<file path="config.mk">
export PLATFORM = sky130hd
export DESIGN_NAME = sap1_controller
export DESIGN_NICKNAME = d
export VERILOG_FILES = /design/src/rtl/sap1_pkg.sv /design/src/rtl/sap1_ring_counter.sv /design/src/rtl/sap1_controller.sv
export SDC_FILE = /design/constraint.sdc
export NUM_CORES = 1
export LEC_CHECK = 0
export CAP_MARGIN = 20
export CORE_MARGIN = 3
export CORE_UTILIZATION = 35
export CTS_CLUSTER_SIZE = 14
export DETAILED_ROUTE_END_ITERATION = 12
export PLACE_DENSITY = 0.74
export SETUP_SLACK_MARGIN = 0.5
export SYNTH_ARGS = -nofsm -noshare
export SYNTH_HDL_FRONTEND = slang
export SYNTH_SLANG_ARGS = --single-unit
</file>
<file path="constraint.sdc">
create_clock -name clk -period 1.5 [get_ports clk]
set_input_delay 0.3 -clock clk [delete_from_list [all_inputs] [get_ports clk]]
set_output_delay 0.3 -clock clk [all_outputs]
set_load 0.05 [all_outputs]
</file>
<file path="src/rtl/sap1_pkg.sv">
// rtl/sap1_pkg.sv - SAP-1 opcodes, ALU op codes and T-state one-hot encoding
package sap1_pkg;

  localparam logic [3:0] OP_LDA = 4'b0000;
  localparam logic [3:0] OP_ADD = 4'b0001;
  localparam logic [3:0] OP_SUB = 4'b0010;
  localparam logic [3:0] OP_AND = 4'b0011;
  localparam logic [3:0] OP_OR  = 4'b0100;
  localparam logic [3:0] OP_XOR = 4'b0101;
  localparam logic [3:0] OP_JMP = 4'b0110;
  localparam logic [3:0] OP_OUT = 4'b1110;
  localparam logic [3:0] OP_HLT = 4'b1111;

  localparam logic [2:0] ALU_ADD = 3'b000;
  localparam logic [2:0] ALU_SUB = 3'b001;
  localparam logic [2:0] ALU_AND = 3'b010;
  localparam logic [2:0] ALU_OR  = 3'b011;
  localparam logic [2:0] ALU_XOR = 3'b100;

  typedef enum logic [5:0] {
    T1 = 6'b000001,
    T2 = 6'b000010,
    T3 = 6'b000100,
    T4 = 6'b001000,
    T5 = 6'b010000,
    T6 = 6'b100000
  } t_state_e;

  function automatic logic is_alu_opcode(input logic [3:0] op);
    return (op == OP_ADD) || (op == OP_SUB) || (op == OP_AND) ||
           (op == OP_OR)  || (op == OP_XOR);
  endfunction

  function automatic logic [2:0] alu_op_of(input logic [3:0] op);
    case (op)
      OP_SUB:  return ALU_SUB;
      OP_AND:  return ALU_AND;
      OP_OR:   return ALU_OR;
      OP_XOR:  return ALU_XOR;
      default: return ALU_ADD;
    endcase
  endfunction

endpackage

</file>
<file path="src/rtl/sap1_ring_counter.sv">
// rtl/sap1_ring_counter.sv - T1..T6 ring with run hold, halt freeze and sync reset
module sap1_ring_counter
  import sap1_pkg::*;
(
  input  logic       clk,
  input  logic       rst,
  input  logic       run,
  input  logic       halt_req,
  output logic [5:0] t_state,
  output logic       halted
);

  t_state_e state, state_next;
  logic     halted_next;

  always_ff @(posedge clk) begin
    if (rst) begin
      state  <= T1;
      halted <= 1'b0;
    end else begin
      state  <= state_next;
      halted <= halted_next;
    end
  end

  // A halt request freezes the ring in place instead of advancing it.
  always_comb begin
    state_next  = state;
    halted_next = halted;
    if (run && !halted) begin
      if (halt_req) begin
        halted_next = 1'b1;
      end else begin
        case (state)
          T1:      state_next = T2;
          T2:      state_next = T3;
          T3:      state_next = T4;
          T4:      state_next = T5;
          T5:      state_next = T6;
          default: state_next = T1;
        endcase
      end
    end
  end

  assign t_state = state;

endmodule

</file>
<file path="src/rtl/sap1_controller.sv">
// rtl/sap1_controller.sv - SAP-1 control sequencer; SAP1_CTRL_JMP_EN enables JMP (0110)
module sap1_controller
  import sap1_pkg::*;
(
  input  logic       clk,
  input  logic       rst,
  input  logic       run,
  input  logic [3:0] opcode,
  output logic [5:0] t_state,
  output logic       pc_inc,
  output logic       pc_out,
  output logic       pc_load,
  output logic       mar_load,
  output logic       ram_out,
  output logic       ir_load,
  output logic       ir_out,
  output logic       a_load,
  output logic       a_out,
  output logic       b_load,
  output logic       alu_out,
  output logic       out_load,
  output logic       halted,
  output logic [2:0] alu_op
);

  logic halt_req;
  logic active;

  assign halt_req = (t_state == T4) && (opcode == OP_HLT);
  assign active   = !rst && run && !halted;

  sap1_ring_counter u_ring (
    .clk      (clk),
    .rst      (rst),
    .run      (run),
    .halt_req (halt_req),
    .t_state  (t_state),
    .halted   (halted)
  );

  always_comb begin
    pc_inc   = 1'b0;
    pc_out   = 1'b0;
    pc_load  = 1'b0;
    mar_load = 1'b0;
    ram_out  = 1'b0;
    ir_load  = 1'b0;
    ir_out   = 1'b0;
    a_load   = 1'b0;
    a_out    = 1'b0;
    b_load   = 1'b0;
    alu_out  = 1'b0;
    out_load = 1'b0;
    alu_op   = ALU_ADD;
    if (active) begin
      case (t_state)
        T1: begin
          pc_out   = 1'b1;
          mar_load = 1'b1;
        end
        T2: pc_inc = 1'b1;
        T3: begin
          ram_out = 1'b1;
          ir_load = 1'b1;
        end
        T4: begin
          if (opcode == OP_LDA || is_alu_opcode(opcode)) begin
            ir_out   = 1'b1;
            mar_load = 1'b1;
          end else if (opcode == OP_OUT) begin
            a_out    = 1'b1;
            out_load = 1'b1;
          end
`ifdef SAP1_CTRL_JMP_EN
          else if (opcode == OP_JMP) begin
            ir_out  = 1'b1;
            pc_load = 1'b1;
          end
`endif
        end
        T5: begin
          if (opcode == OP_LDA) begin
            ram_out = 1'b1;
            a_load  = 1'b1;
          end else if (is_alu_opcode(opcode)) begin
            ram_out = 1'b1;
            b_load  = 1'b1;
          end
        end
        T6: begin
          if (is_alu_opcode(opcode)) begin
            alu_out = 1'b1;
            a_load  = 1'b1;
            alu_op  = alu_op_of(opcode);
          end
        end
        default: ;
      endcase
    end
  end

endmodule

</file>
==> impl_metrics.json, run 1 <==
{
  "outcome": "did not finish",
  "failed_stage": "clock tree synthesis",
  "error": "[ERROR DPL-0038] Utilization greater than 100%, impossible to legalize",
  "yosysMostFrequentCell": "nor2_1",
  "seq_area_frac_synth_pct": 23.3,
  "synth_top_area_cell": "dfxtp_1",
  "cts_setup_buffers": 10,
  "async_reset_ff_share_pct": 0,
  "hpwl_mm": 2.68,
  "cts_buffers": 3,
  "synth_top_area_share_pct": 23.3,
  "syn_area_um2": 602,
  "clock_sinks": 7,
  "clk_path_buf_depth": 2,
  "synth_warnings": 0,
  "synth.avg_cell_area_um2": 7.52,
  "synth.area.top_cells": "dfxtp_1 (23%), nor4_4 (7.1%), nor2_1 (6.2%), nand4b_1 (5.8%), nand2_1 (4.4%)",
  "cts-resized-gates": 40,
  "synth_cells": 80,
  "fp.dieH_um": 47.5,
  "dpl_cell_area_mm2": 0.00146,
  "cts_hold_buf": 0,
  "syn_nets": 87,
  "synth_edf_count": 0,
  "synth_common_cells": "nor2_1 (10), dfxtp_1 (7), nand2_1 (7)",
  "synth_seq_cells": 7,
  "cts_root_buf": "clkbuf_4",
  "rows": 14,
  "place_inst": 152,
  "ctsHtreeMaxLevel": 1,
  "initial_core_util_pct": 38.6,
  "synth_ff_type": "dfxtp_1",
  "globalplace.congestion": 0.835,
  "ios": 29,
  "die_x_um": 47.5,
  "io_buffers": 27,
  "dp_worst_setup_slack_ns": -0.862,
  "synth_cell_types": 34
}
-- cells by family after synthesis --
| kind of cell | after synthesis | synth area share [%] |
|---|---|---|
| flip-flops | 7 | 23.3 |
| XOR/XNOR | 2 | 2.91 |
| buffers and inverters | 11 | 9.98 |
| AND/OR/NAND/NOR | 43 | 47.4 |
| other | 1 | 0.623 |
| AO/OA/AOI/OAI | 16 | 15.8 |
-- metrics by stage --
stage	util, %	hold slack, ns	TNS [ns]
after floorplan	-	0.363	-5.65
after global placement	93.7	0.534	-9.04
after detailed placement	93.7	0.531	-10.41
==> inputs of run 2 (changes only) <==
CORE_AREA = 3 3 64 66   (was unset)
CORE_MARGIN = unset   (was 3)
CORE_UTILIZATION = unset   (was 35)
CTS_CLUSTER_SIZE = unset   (was 14)
DIE_AREA = 0 0 67 69   (was unset)
PLACE_DENSITY = unset   (was 0.74)
PLACE_DENSITY_LB_ADDON = 0.15   (was unset)
SETUP_SLACK_MARGIN = unset   (was 0.5)
clock period = 2 ns   (was 1.5 ns; I/O delays follow)
==> run 2 against run 1 <==
  * The flow now finishes, with violations (setup timing)
  * Synthesized area unchanged
  * Synthesized cell count stayed put
==> impl_metrics.json, run 2 <==
{
  "cpMaxStageDelayCell": "or3b_4",
  "synth_top_area_cell": "dfxtp_1",
  "synth_cell_types": 34,
  "synth_cells": 80,
  "synth.avg_cell_area_um2": 7.52,
  "rows": 22,
  "top_usage_layer": "met2",
  "first_global_vias": 790,
  "p_int_mw": 0.378,
  "cts_tree": "built",
  "syn_to_final_growth_pct": 147,
  "maxCapViolations": 0,
  "p_sw_mw": 0.185,
  "critPathKind": "reg -> out",
  "die_area_mm2": 0.00462,
  "irDropWorstVdd_v": 0.000516,
  "synth_warnings": 0,
  "yosysMostFrequentCell": "nor2_1",
  "rsz0062_at_grt": "true",
  "ios": 29,
  "wl_mm": 2.27,
  "grt_pass1_wl_mm": 3.67,
  "combPwrFrac_pct": 37.2,
  "dp_worst_setup_slack_ns": -0.593,
  "clk_path_buf_depth": 2,
  "clock_sinks": 7,
  "drt-vias-per-instance": 4.25,
  "violations": "setup timing",
  "synth_common_cells": "nor2_1 (10), dfxtp_1 (7), nand2_1 (7)",
  "seq_area_frac_synth_pct": 23.3,
  "cts_hold_buf": 0,
  "die_x_um": 67,
  "swShare_pct": 32.8,
  "drtAntennaViolNets": 0,
  "use_met1_pct": 12.3,
  "critPathLaunchType": "flop",
  "path_cells": "nor4_4 -> nand4b_4 -> or3b_4 -> a31oi_4 -> buf_12",
  "fp.dieH_um": 69,
  "initial_core_util_pct": 16.6,
  "fin_util_pct": 40.9,
  "design_power_total_mw": 0.563,
  "final_cell_mix": "buf_4 (28), buf_12 (14), buf_6 (9)",
  "clk_latency_ns": 0.23,
  "outcome": "finished, violations left",
  "final_common_cell": "buf_4",
  "synth_ff_type": "dfxtp_1",
  "syn_nets": 87,
  "slew_violations": 0,
  "fin_nets": 144,
  "syn_area_um2": 602,
  "power_density_mw_per_mm2": 379,
  "cts_buffers": 3,
  "p_leak_nw": 0.633,
  "crit_arrival_ns": 1.85,
  "synth_top_area_share_pct": 23.3,
  "hpwl_mm": 1.81,
  "cp.required_ns": 1.60,
  "synth_edf_count": 0,
  "drt_iter0_drc": 20,
  "max_freq_mhz": 445,
  "synth.area.top_cells": "dfxtp_1 (23%), nor4_4 (7.1%), nor2_1 (6.2%), nand4b_1 (5.8%), nand2_1 (4.4%)",
  "core-area_mm2": 0.00363,
  "layout-drive-gt1-share_pct": 62.5,
  "largest_reg_flops": 6,
  "async_reset_ff_share_pct": 0,
  "cts_root_buf": "clkbuf_8",
  "synth_seq_cells": 7,
  "period_share_pct": 112,
  "period_needed_ns": 2.25,
  "globalplace.congestion": 0.815,
  "crit_fanout": 4,
  "path_clk_slew_ns": 0.04,
  "grt-ovfl-total": 0,
  "hold_path_class": "in -> reg",
  "drc": 0,
  "setup_ws_ns": -0.249,
  "vias": 782,
  "final-setup-viol-count": 7,
  "grt_use_met2_pct": 17.7,
  "reg2reg_depth": 7,
  "hold_depth": 3,
  "final_hold_viol_count": 0,
  "io_buffers": 27,
  "antenna_cells": 0,
  "grt_usage_pct": 10.2,
  "seqPwrFrac_pct": 27.2,
  "antenna_found_initial": 0,
  "critical-path-max-stage-delay_ns": 0.42,
  "wl_per_cell_um": 12.3,
  "grt_max_degree": 9,
  "clock_power_share_pct": 35.5,
  "finClkSkew_ns": 0.00462,
  "cp-end-kind": "primary output",
  "drt-pass1-iter-count": 4,
  "ctsHtreeMaxLevel": 1,
  "grt_use_met3_pct": 2.44
}
==> run 2: worst max-delay path: cells and delay by family, from the launching register on <==
kind                   cells  cell delay (ns)
DFF                        1             0.33
and+or+nand+nor            3             0.93
buffers and inverters      1             0.15
AOI/OAI and AO/OA          1             0.21
==> run 2: cell type report <==
type                       count  area, um2
multi-input combinational     62        556
inverter                       4       15.0
sequential                     7        154
fill                         364       2150
tap                           48       60.1
timing repair buffer          59        657
clock buffer                   4       45.0
==> run 2: cell families (layout without fill, tap and decap cells) <==
logic type	Yosys count	count (layout)	share of synthesized area, %
flops	7	7	23.3
simple gates	43	43	47.4
xor+xnor	2	2	2.91
other cells	1	1	0.623
buf+inv	11	67	9.98
compound gates	16	16	15.8
==> run 2: path summary, 6_finish.rpt <==
path,from,endpoint,slack (ns)
max,u_ring.t_state[4],a_load,-0.25
min,run,u_ring.halted,0.47
min reg2reg,u_ring.halted,u_ring.halted,0.62
max reg2reg,u_ring.t_state[4],u_ring.t_state[0],0.51
==> run 2: power groups by stage <==
stage,registers [mW],clock network [mW],logic (mW)
4_1_cts,0.153,0.207,0.204
3_5_place_dp,0.155,0,0.198
5_1_grt,0.154,0.214,0.223
3_3_place_gp,0.155,0,0.196
6_report,0.153,0.200,0.210
2_1_floorplan,0.178,0,0.0864
==> run 2: layer usage <==
metal	up-vias	wire [um]
li1	399	-
met1	364	977
met5	-	0
met2	15	1200
met4	0	26
met3	4	57
==> run 2: metrics by stage <==
stage	cell area [um2]	hold WS, ns	std cells	setup TNS (ns)
after floorplan	706	0.465	80	-1.51
after global placement	1320	0.572	176	-5.03
after detailed placement	1320	0.577	176	-5.39
after CTS	1430	0.459	181	-0.976
after global routing	1490	0.479	184	-1.71
final	1490	0.466	184	-1.07
==> run 2: timing repair <==
| action | 4_1_cts | 5_1_grt |
|---|---|---|
| buffers inserted | 1 | 3 |
| endpoints found under the setup margin | 14 | 13 |
| endpoints found under the hold margin | 0 | 0 |
| pin swaps | 7 | 7 |
| gates resized for setup | 28 | 10 |
(Power assumes the default switching activity.)
==> inputs of run 3 (changes only) <==
SETUP_SLACK_MARGIN = 0.3   (was unset)
SLEW_MARGIN = 20   (was unset)
==> run 3 against run 2 <==
  * The flow still finishes with violations (setup timing)
  * Die area stayed put
  * Non-clock buffer count is 9 higher
  * Critical path type unchanged
  * Total power is 2.8% higher
  * Largest cell class unchanged
  * Register-to-register slack worse by 0.15 ns
  * Worst hold slack better by 0.019 ns
  * Worst setup slack better by 0.012 ns
  * Clock skew is 0.0018 ns higher
  * Via count is 8.1% higher
  * Cell count is 4.9% higher
  * Sequential power hardly changed
==> impl_metrics.json, run 3 (synthesized netlist as in run 2, its figures left out) <==
{
  "outcome": "finished, violations left",
  "violations": "setup timing",
  "slew_violations": 0,
  "wl_met1_um": 968,
  "cts_root_buf": "clkbuf_8",
  "max_freq_mhz": 447,
  "grt_usage_pct": 11.1,
  "cp.required_ns": 1.60,
  "seqPwrFrac_pct": 26.7,
  "setup_ws_ns": -0.237,
  "fin_nets": 153,
  "p_int_mw": 0.387,
  "vias": 845,
  "clk_path_buf_depth": 2,
  "swShare_pct": 33.1,
  "p_sw_mw": 0.192,
  "drc": 0,
  "nFillCells": 369,
  "maxCapViolations": 0,
  "dr_wl_met3_um": 97,
  "critPathKind": "reg -> out",
  "syn_to_final_growth_pct": 159,
  "grt-ovfl-total": 0,
  "cp-end-kind": "primary output",
  "r2r-start": "u_ring.t_state[4]",
  "hp-start": "rst",
  "period_share_pct": 112,
  "place_inst": 177,
  "first_global_vias": 946,
  "p_leak_nw": 0.688,
  "fp.dieH_um": 69,
  "globalplace.congestion": 0.789,
  "clk_latency_ns": 0.23,
  "holdWs_ns": 0.486,
  "wl_mm": 2.31,
  "grt_max_degree": 9,
  "drtAntennaViolNets": 0,
  "top_layer_used": "met4",
  "dp_worst_setup_slack_ns": -0.550,
  "initial_core_util_pct": 16.6,
  "drt-pass1-iter-count": 4,
  "crit_fanout": 4,
  "fin_util_pct": 42.9,
  "irDropWorstVdd_v": 0.000492,
  "combPwrFrac_pct": 37.8,
  "cts_buffers": 3,
  "wl_met2_mm": 1.20,
  "antenna_cells": 0,
  "ios": 29,
  "design_power_total_mw": 0.579,
  "core-area_mm2": 0.00363,
  "dpl_cell_area_mm2": 0.00133,
  "final_hold_viol_count": 0,
  "multiInputGateArea_um2": 553,
  "ctsHtreeMaxLevel": 1,
  "final_cell_mix": "buf_4 (36), buf_12 (14), buf_6 (11)",
  "io_buffers": 27,
  "antenna_found_initial": 0,
  "period_needed_ns": 2.24,
  "finClkSkew_ns": 0.00639,
  "power_density_mw_per_mm2": 372,
  "drt-vias-per-instance": 4.38,
  "rows": 22,
  "die_area_mm2": 0.00462,
  "stdcell_count": 193,
  "clock_power_share_pct": 35.5,
  "layout-drive-gt1-share_pct": 65.5,
  "cts_tree": "built",
  "path_clk_slew_ns": 0.04,
  "cpMaxStageDelayCell": "or3b_4",
  "post-route-cell-area_mm2": 0.00156,
  "rsz0062_at_grt": "true",
  "crit_path_start": "u_ring.t_state[4]",
  "hold_path_class": "in -> reg",
  "tns_ns": -1.29,
  "crit_arrival_ns": 1.84,
  "critical-path-max-stage-delay_ns": 0.41,
  "clock_sinks": 7,
  "final-setup-viol-count": 10,
  "critPathLaunchType": "flop",
  "wl_per_cell_um": 12.0,
  "grt_pass1_wl_mm": 4.11,
  "seqCellArea_um2": 154,
  "final_common_cell": "buf_4",
  "path_cells": "nor4_4 -> nand4b_4 -> or3b_4 -> a31oi_4 -> buf_12",
  "hpwl_mm": 1.79,
  "largest_reg_flops": 6,
  "drt_iter0_drc": 13,
  "die_x_um": 67
}
==> run 3: timing repair <==
item                                    CTS  global route
hold buffers                              0             0
buffers inserted                          9             3
resized for setup                        34             5
endpoints found under the hold margin     0             0
pin swaps                                13            11
endpoints found under the setup margin   20            14
==> run 3: cell type report <==
type | instances | share of cell area [%]
repair buffers | 68 | 46.7
multi-input cells | 62 | 35.5
inverters | 4 | 1.12
clock buffers | 4 | 2.89
well taps | 48 | 3.86
flip-flops and latches | 7 | 9.88
==> run 3: final timing paths <==
path,to,slack [ns],cells after the start
setup / recovery,a_load,-0.24,5
hold / removal,u_ring.halted,0.49,3
setup reg to reg,u_ring.t_state[0],0.36,8
hold reg to reg,u_ring.halted,0.61,3
==> run 3: worst max-delay path: cells and delay by family, from the launching register on <==
| family | cells | cell delay [ns] |
|---|---|---|
| DFF | 1 | 0.33 |
| and+or+nand+nor | 3 | 0.92 |
| AOI/OAI and AO/OA | 1 | 0.19 |
| buffers and inverters | 1 | 0.16 |
==> run 3: routing by layer <==
layer | GRT usage [%] | vias to the layer above
met5 | 0 | -
met4 | 3.83 | 0
met3 | 2.93 | 6
met2 | 18.6 | 25
met1 | 13.3 | 399
li1 | - | 415
==> run 3: power by group through the flow <==
stage	registers, mW	clock network, mW	logic [mW]
final	0.155	0.206	0.219
after global routing	0.155	0.219	0.233
after CTS	0.155	0.209	0.217
after detailed placement	0.158	0	0.194
after global placement	0.157	0	0.194
after floorplan	0.178	0	0.0879
==> inputs of run 4 (changes only) <==
clock period = 2.8 ns   (was 2 ns; I/O delays follow)
==> run 4 against run 3 <==
  * The flow now finishes without violations
  * Final area decreased by 17%
  * Total power decreased by 34%
  * Clock skew decreased by 0.0045 ns
  * Global-route usage decreased by 1.8 points
  * Critical path depth increased by 2
  * Register-to-register slack improved by 1.1 ns
  * Sequential share of layout area increased by 2.3 points
  * Clock power decreased by 30%
  * Clock-buffer cell count unchanged
  * Sequential power decreased by 27%
  * Non-clock buffer count decreased by 27
  * Critical path type is now in -> out
  * Largest power group is now clock
==> impl_metrics.json, run 4 (synthesized netlist as in run 2, its figures left out) <==
{
  "wl_per_cell_um": 12.3,
  "period_needed_ns": 2.44,
  "cts_buffers": 3,
  "seqPwrFrac_pct": 29.7,
  "holdWs_ns": 0.531,
  "syn_to_final_growth_pct": 114,
  "rows": 22,
  "slew_violations": 0,
  "cts_tree": "built",
  "tightest_slew_ns": 0.507,
  "final-setup-viol-count": 0,
  "clock_power_share_pct": 38.3,
  "max_freq_mhz": 410,
  "nFillCells": 391,
  "hp-start": "u_ring.t_state[1]",
  "design_power_total_mw": 0.380,
  "reg2reg_slack_ns": 1.44,
  "die_area_mm2": 0.00462,
  "hold_depth": 2,
  "ios": 29,
  "fin_nets": 126,
  "stdcell_count": 166,
  "outcome": "complete, no violations",
  "drtAntennaViolNets": 0,
  "largest_reg_flops": 6,
  "fp.dieH_um": 69,
  "grt_usage_pct": 9.29,
  "first_global_vias": 708,
  "r2r-start": "u_ring.halted",
  "power_density_mw_per_mm2": 295,
  "hpwl_mm": 1.59,
  "swShare_pct": 32.8,
  "core-area_mm2": 0.00363,
  "final_common_cell": "buf_12",
  "rsz0062_at_grt": "false",
  "die_x_um": 67,
  "combPwrFrac_pct": 32.0,
  "grt_max_degree": 10,
  "cp.required_ns": 2.24,
  "path_clk_slew_ns": 0.04,
  "antenna_found_initial": 0,
  "grt_pass1_wl_mm": 3.33,
  "irDropWorstVdd_v": 0.000192,
  "drt_iter0_drc": 21,
  "p_leak_nw": 0.528,
  "clk_path_buf_depth": 2,
  "finClkSkew_ns": 0.00186,
  "setup_ws_ns": 0.360,
  "crit_fanout": 3,
  "place_inst": 158,
  "dp_worst_setup_slack_ns": -0.130,
  "final_cell_mix": "buf_12 (14), buf_4 (12), nor2_1 (8), clkdlybuf4s50_1 (8), nand2_1 (7)",
  "timing.rr.end": "u_ring.t_state[0]",
  "cts_root_buf": "clkbuf_8",
  "min_to": "u_ring.t_state[1]",
  "slew_headroom_pct": 66.1,
  "ctsHtreeMaxLevel": 1,
  "io_buffers": 27,
  "clock_sinks": 7,
  "critPathKind": "in -> out",
  "period_share_pct": 87.1,
  "reg2reg_depth": 6,
  "fin_util_pct": 35.4,
  "drt-pass1-iter-count": 4,
  "maxCapViolations": 0,
  "cp-end-kind": "primary output",
  "clk_latency_ns": 0.23,
  "vias": 734,
  "p_sw_mw": 0.125,
  "globalplace.congestion": 0.778,
  "drc": 0,
  "initial_core_util_pct": 16.6,
  "grt-ovfl-total": 0,
  "wl_mm": 2.04,
  "cts_hold_buf": 0,
  "final_hold_viol_count": 0,
  "antenna_cells": 0,
  "drt-vias-per-instance": 4.42,
  "crit_arrival_ns": 1.88,
  "critPathLaunchType": "input pin",
  "layout-drive-gt1-share_pct": 45.8,
  "hold_path_class": "reg -> reg",
  "p_int_mw": 0.255
}
## run 4: critical path: stages
cell	delay, ns
buf_2	0.12
nor3b_4	0.22
buf_6	0.14
nand4b_4	0.10
or3b_4	0.40
a31oi_4	0.19
buf_12	0.16
## run 4: per-layer routing
| metal | wire length, um | global-route usage (%) | part of all wire (%) |
|---|---|---|---|
| met1 | 818 | 11.0 | 40 |
| met2 | 1100 | 14.8 | 54 |
| met3 | 54 | 1.30 | 2.7 |
| met4 | 63 | 6.76 | 3.1 |
| met5 | 0 | 0 | 0 |
## run 4: worst max-delay path by stage
| stage | end | startpoint | cells after the start |
|---|---|---|---|
| after floorplan | out_load | u_ring.halted | 4 |
| after global placement | a_load | run | 7 |
| after detailed placement | a_load | run | 7 |
| after CTS | a_load | opcode[2] | 6 |
| final | a_load | rst | 7 |
| after global routing | a_load | u_ring.t_state[4] | 5 |
## run 4: stage by stage
step / area, um2 / setup TNS [ns]
after CTS: 1230 / 0
after global placement: 1150 / -0.122
after floorplan: 653 / 0
final: 1290 / 0
after global routing: 1290 / 0
after detailed placement: 1150 / -0.239
## run 4: layout make-up
class,count,area [um2],area share (%)
timing repair buffer,41,523,40.6
multi-input combinational,62,488,37.9
sequential,7,156,12.1
tap,48,60.1,4.66
clock buffer,4,45.0,3.50
inverter,4,15.0,1.17
## run 4: repair_timing
item | in CTS | in global routing
setup buffers | 0 | 4
endpoints found under the setup margin | 13 | 8
resized for setup | 17 | 11
pin swaps | 3 | 5
hold endpoints to repair | 0 | 0
## run 4: power groups by stage
stage / clock, mW / combinational [mW] / sequential, mW
finish: 0.145 / 0.122 / 0.113
CTS: 0.146 / 0.114 / 0.118
global placement: 0 / 0.110 / 0.120
detailed placement: 0 / 0.110 / 0.120
floorplan: 0 / 0.0588 / 0.128
global route: 0.157 / 0.130 / 0.114
